--- src/rtl/reg_share_ctl.sv ---
// ---------------------------------------------------------------------------
// reg_share_ctl
//
// Shares one WIDTH-bit register bank, built from async-clear D flip-flops,
// between NREQ requesters. The block arbitrates write requests, drives the
// bank's D, clock-enable and clear inputs, and sequences a timed clear.
// Each clear holds REG_CLR for CLR_CYCLES cycles, then waits RECOVERY idle
// cycles, and then pulses CLR_ACK. The flop bank itself is outside this block.
//
// Configuration macro:
//   REG_SHARE_RR_EN  defined   -> round-robin arbitration. The search starts
//                                 one past the last grantee.
//                    undefined -> fixed priority. The lowest index wins.
//
// Parameters:
//   NREQ        number of requesters (2..16)
//   WIDTH       register bank width
//   CLR_CYCLES  cycles REG_CLR is held high per clear (>=1)
//   RECOVERY    idle cycles after REG_CLR falls, before writes or ack (>=0)
//
// Ports:
//   C        in   clock; all logic runs on the rising edge
//   CLR_N    in   synchronous active-low reset
//   REQ      in   per-requester write request (level)
//   WDATA    in   write data; requester i occupies bits [i*WIDTH +: WIDTH]
//   CLR_REQ  in   clear request (level)
//   GNT      out  one-hot grant, one-cycle pulse
//   REG_D    out  data to the bank D inputs; holds its value between writes
//   REG_CE   out  bank clock enable
//   REG_CLR  out  bank clear
//   CLR_ACK  out  one-cycle pulse when a clear completes
//   BUSY     out  high while clearing or recovering
// ---------------------------------------------------------------------------
module reg_share_ctl #(
    parameter int NREQ       = 4,
    parameter int WIDTH      = 8,
    parameter int CLR_CYCLES = 2,
    parameter int RECOVERY   = 1
) (
    input  logic                    C,
    input  logic                    CLR_N,
    input  logic [NREQ-1:0]         REQ,
    input  logic [NREQ*WIDTH-1:0]   WDATA,
    input  logic                    CLR_REQ,
    output logic [NREQ-1:0]         GNT,
    output logic [WIDTH-1:0]        REG_D,
    output logic                    REG_CE,
    output logic                    REG_CLR,
    output logic                    CLR_ACK,
    output logic                    BUSY
);

    localparam int IDX_W   = (NREQ > 1) ? $clog2(NREQ) : 1;
    localparam int CNT_MAX = (CLR_CYCLES > RECOVERY) ? CLR_CYCLES : RECOVERY;
    localparam int CNT_W   = (CNT_MAX > 1) ? $clog2(CNT_MAX + 1) : 1;

    // The counters are loaded with (length - 1). They count down to zero and
    // never wrap, so the state that holds zero is the last cycle of its phase.
    localparam logic [CNT_W-1:0] CLR_LOAD = CNT_W'(CLR_CYCLES - 1);
    localparam logic [CNT_W-1:0] REC_LOAD = (RECOVERY > 0) ? CNT_W'(RECOVERY - 1) : '0;
    localparam bit               NO_RECOVER = (RECOVERY == 0);

    localparam logic [1:0] ST_IDLE    = 2'd0;
    localparam logic [1:0] ST_CLEAR   = 2'd1;
    localparam logic [1:0] ST_RECOVER = 2'd2;

    logic [1:0]       state;
    logic [CNT_W-1:0] cnt;
    logic [IDX_W-1:0] start_idx;
    logic             win_found;
    logic [IDX_W-1:0] win_idx;
    logic             exit_now;
    logic             do_grant;

`ifdef REG_SHARE_RR_EN
    // The pointer holds the next index to search from. Resetting it to 0
    // means the first contention after reset is won by requester 0.
    logic [IDX_W-1:0] rr_ptr;

    always_ff @(posedge C) begin
        if (!CLR_N) begin
            rr_ptr <= '0;
        end else if (do_grant) begin
            if (win_idx == IDX_W'(NREQ - 1))
                rr_ptr <= '0;
            else
                rr_ptr <= win_idx + IDX_W'(1);
        end
    end

    assign start_idx = rr_ptr;
`else
    assign start_idx = '0;
`endif

    // Rotating search for the first active request, beginning at start_idx.
    // Fixed-priority mode is the same search with a constant start of 0.
    always_comb begin
        int               cand;
        logic [IDX_W-1:0] cand_idx;
        cand      = 0;
        cand_idx  = '0;
        win_found = 1'b0;
        win_idx   = '0;
        for (int i = 0; i < NREQ; i++) begin
            cand = int'(start_idx) + i;
            if (cand >= NREQ)
                cand = cand - NREQ;
            cand_idx = IDX_W'(cand);
            if (!win_found && REQ[cand_idx]) begin
                win_found = 1'b1;
                win_idx   = cand_idx;
            end
        end
    end

    // exit_now marks the last cycle of a clear sequence. On that edge the
    // controller returns to IDLE. A waiting requester is granted on the same
    // edge, so the grant lines up with CLR_ACK. CLR_REQ is ignored on that
    // edge because the requester has not yet seen its acknowledge.
    assign exit_now = ((state == ST_CLEAR) && (cnt == '0) && NO_RECOVER) ||
                      ((state == ST_RECOVER) && (cnt == '0));

    assign do_grant = win_found && (((state == ST_IDLE) && !CLR_REQ) || exit_now);

    // Clear sequencer: IDLE -> CLEAR -> RECOVER -> IDLE. When RECOVERY is 0,
    // CLEAR returns straight to IDLE. A reset in the middle of a clear drops
    // REG_CLR and produces no acknowledge.
    always_ff @(posedge C) begin
        if (!CLR_N) begin
            state   <= ST_IDLE;
            cnt     <= '0;
            REG_CLR <= 1'b0;
            BUSY    <= 1'b0;
            CLR_ACK <= 1'b0;
        end else begin
            CLR_ACK <= 1'b0;
            case (state)
                ST_IDLE: begin
                    if (CLR_REQ) begin
                        state   <= ST_CLEAR;
                        cnt     <= CLR_LOAD;
                        REG_CLR <= 1'b1;
                        BUSY    <= 1'b1;
                    end
                end
                ST_CLEAR: begin
                    if (cnt == '0) begin
                        REG_CLR <= 1'b0;
                        if (NO_RECOVER) begin
                            state   <= ST_IDLE;
                            BUSY    <= 1'b0;
                            CLR_ACK <= 1'b1;
                        end else begin
                            state <= ST_RECOVER;
                            cnt   <= REC_LOAD;
                        end
                    end else begin
                        cnt <= cnt - CNT_W'(1);
                    end
                end
                ST_RECOVER: begin
                    if (cnt == '0) begin
                        state   <= ST_IDLE;
                        BUSY    <= 1'b0;
                        CLR_ACK <= 1'b1;
                    end else begin
                        cnt <= cnt - CNT_W'(1);
                    end
                end
                default: begin
                    state   <= ST_IDLE;
                    cnt     <= '0;
                    REG_CLR <= 1'b0;
                    BUSY    <= 1'b0;
                end
            endcase
        end
    end

    // Write path. GNT and REG_CE are one-cycle pulses. REG_D keeps the last
    // written value, so the bank D inputs do not toggle while no write is
    // happening.
    always_ff @(posedge C) begin
        if (!CLR_N) begin
            GNT    <= '0;
            REG_CE <= 1'b0;
            REG_D  <= '0;
        end else begin
            GNT    <= '0;
            REG_CE <= 1'b0;
            if (do_grant) begin
                GNT    <= NREQ'(1) << win_idx;
                REG_CE <= 1'b1;
                REG_D  <= WDATA[int'(win_idx)*WIDTH +: WIDTH];
            end
        end
    end

endmodule

--- config.mk ---
export PLATFORM = sky130hd
export DESIGN_NAME = reg_share_ctl
export DESIGN_NICKNAME = d
export VERILOG_FILES = /design/src/rtl/reg_share_ctl.sv
export SDC_FILE = /design/constraint.sdc
export NUM_CORES = 1
export LEC_CHECK = 0
export ABC_CLOCK_PERIOD_IN_PS = 2550
export CAP_MARGIN = 20
export CELL_PAD_IN_SITES_DETAIL_PLACEMENT = 0
export CELL_PAD_IN_SITES_GLOBAL_PLACEMENT = 1
export CORE_MARGIN = 5
export CORE_UTILIZATION = 28
export DETAILED_ROUTE_END_ITERATION = 10
export PLACE_DENSITY_LB_ADDON = 0.3
export SKIP_CTS_REPAIR_TIMING = 1
export SYNTH_ARGS = -nofsm -noshare
export SYNTH_HDL_FRONTEND = slang
export SYNTH_SLANG_ARGS = --single-unit
--- constraint.sdc ---
create_clock -name C -period 2.55 [get_ports C]
set_input_delay 0.51 -clock C [delete_from_list [all_inputs] [get_ports C]]
set_output_delay 0.51 -clock C [all_outputs]
set_load 0.02 [all_outputs]
==> results.ini <==
[run_status]
status=finished clean

[critical_path]
cp_top_family=buffers and inverters
cp_slowest_cell=clkdlybuf4s50_1
worstPathArrival_ns=1.28
worstPathMaxFanout=2
path_class=flop to output pin
cp.required_ns=2.04
critical_path.endpoint_type=output pin
critPathBufInv=1
cp-start-kind=flop
max_stage_delay_ns=0.62
crit_chain=clkdlybuf4s50_1

[detailed_routing]
drc=0
wl_per_cell_um=14.7
drt.antenna.violating_nets=0
detail_route.iter0.violations=25
wirelength_mm=3.16
vias_per_cell=4.93
first_pass_iters=6
dr_total_vias=1054

[sta]
skew_ns=0.00393
min_period_ns=1.79
worst_hold_slack_ns=0.476
layout_setup_ws_ns=0.760
maxSlewViolCount=0
max_freq_mhz=559
fin_setup_tns_ns=0
setup_violations=0
rsz0062_at_grt=no
relSlewSlack=0.697
worst_pin_slew_ns=0.453
fin_crit_sh=0.702
hold_viol_final=0

[logic_synthesis]
yosysMostFrequentCell=dfxtp_1
synth_area_um2=1000
async_reset_ff_frac=0
ys.flop_type=dfxtp_1
syn_area_per_cell_um2=8.78
ys.warnings.count=0
netlist_instances=114
yosysSeqAreaShare=0.400
ys_types=30
synth_edf_count=0
yosys_register_bits=20
yosysTopAreaCellShare=0.400
yosysTopAreaCell=dfxtp_1
synth.top_cells.by_count=dfxtp_1 (20), a21oi_1 (12), o21ai_0 (12)
netlist_top_cells_area=dfxtp_1 (40%), a32o_1 (8.0%), a21oi_1 (6.0%)
syn_nets=156

[clock_network]
cts_tree=done
htreeDepth=1
numCtsBuffers=3
clock-root-buffer=clkbuf_4
insertion_delay_ns=0.30
clock_path_buffers=2
clock_sinks=20
clk_pin_slew_ns=0.11

[finish]
fillCellCount=350
drive_above_1_share=0.137
areaGrowthSynthToFinish_pct=61.5
design_area_um2=1620
n_antenna_cell=0
fin_nets=211
final_cells=214
finalCoreUtilization=0.477

[global_route]
grt_max_degree=20
grt_pass1_vias=1115
grt_usage=0.134
grt-ovfl-total=0
antenna_found_initial=0
grt_pass1_wl_mm=5.29

[place]
finalWeightedCongestion=0.820
dp_hpwl_mm=2.49
dp_slack_ns=0.483
portBuffers=54
place_area_um2=1580
dp_cells=210

[floorplan]
core-area_um2=3390
initial_core_util=0.295
die_area_um2=4870
ios=55
die_w_um=69.8
fp.dieH_um=69.8
num_rows=21

[power]
vdd_drop_max_uv=186
power_mw=0.813
leakage_nw=0.591
power.density_nw_per_um2=503

[run]
maxCapViolations=0

[worst_hold_path]
hp-class=flop to flop

[final cells by class]
type / instances / area [um2] / share of cell area
Sequential cell: 20 / 400 / 0.248
Tap cell: 46 / 57.6 / 0.0356
Inverter: 7 / 26.3 / 0.0163
Clock buffer: 4 / 36.3 / 0.0224
Timing Repair Buffer: 56 / 556 / 0.344
Multi-Input combinational cell: 81 / 541 / 0.334
[cell families after synthesis]
family / share of synthesized area
buf+inv: 0.0600
fa+ha+maj: 0.0375
compound gates: 0.309
flops: 0.400
simple gates: 0.194
[placed cells by master, fill, tap and decap left out, drive strengths merged]
| master | netlist | layout |
|---|---|---|
| a32o | 8 | 8 |
| or2 | 8 | 8 |
| and2b | 1 | 1 |
| a21oi | 12 | 12 |
| nor4 | 3 | 3 |
| nor3b | 3 | 3 |
| or3 | 1 | 1 |
| nor3 | 2 | 2 |
| clkbuf | 2 | 4 |
| clkdlybuf4s50 | 0 | 54 |
| a2111oi | 1 | 1 |
| buf | 4 | 2 |
| o22ai | 8 | 8 |
| o21ai | 13 | 13 |
| o31a | 1 | 1 |
| nand2 | 1 | 1 |
| ha | 3 | 3 |
| nand2b | 1 | 1 |
| nor2 | 9 | 9 |
| inv | 6 | 6 |
| dfxtp | 20 | 20 |
| and2 | 2 | 2 |
| clkinv | 1 | 1 |
| o311a | 1 | 1 |
| nand3 | 1 | 1 |
| a31oi | 2 | 2 |
[state kept, by name (all words and copies together) (netlist names)]
name,flops
GNT,4
REG_CE,1
REG_CLR,1
CLR_ACK,1
REG_D,8
cnt,2
state,2
BUSY,1
[path summary, 6_finish.rpt]
check                start       end  slack (ns)  cells past startpoint
setup / recovery  REG_D[1]  REG_D[1]        0.76                      1
hold / removal    REG_D[2]  REG_D[2]        0.48                      1
setup reg to reg    cnt[0]  REG_D[7]        0.85                      6
hold reg to reg   REG_D[2]  REG_D[2]        0.48                      1
[per-layer routing]
layer,vias to the layer above,global-route usage,wire length (um)
met5,-,0,0
met1,489,0.147,1330
met4,0,0.0511,21
met2,29,0.235,1590
li1,534,-,-
met3,2,0.0449,206
[report_power, final]
part	switching [mW]	internal, mW
sequential	0.0254	0.343
clock	0.0988	0.0870
combinational	0.117	0.142
total	0.241	0.572
(Power assumes the default switching activity.)
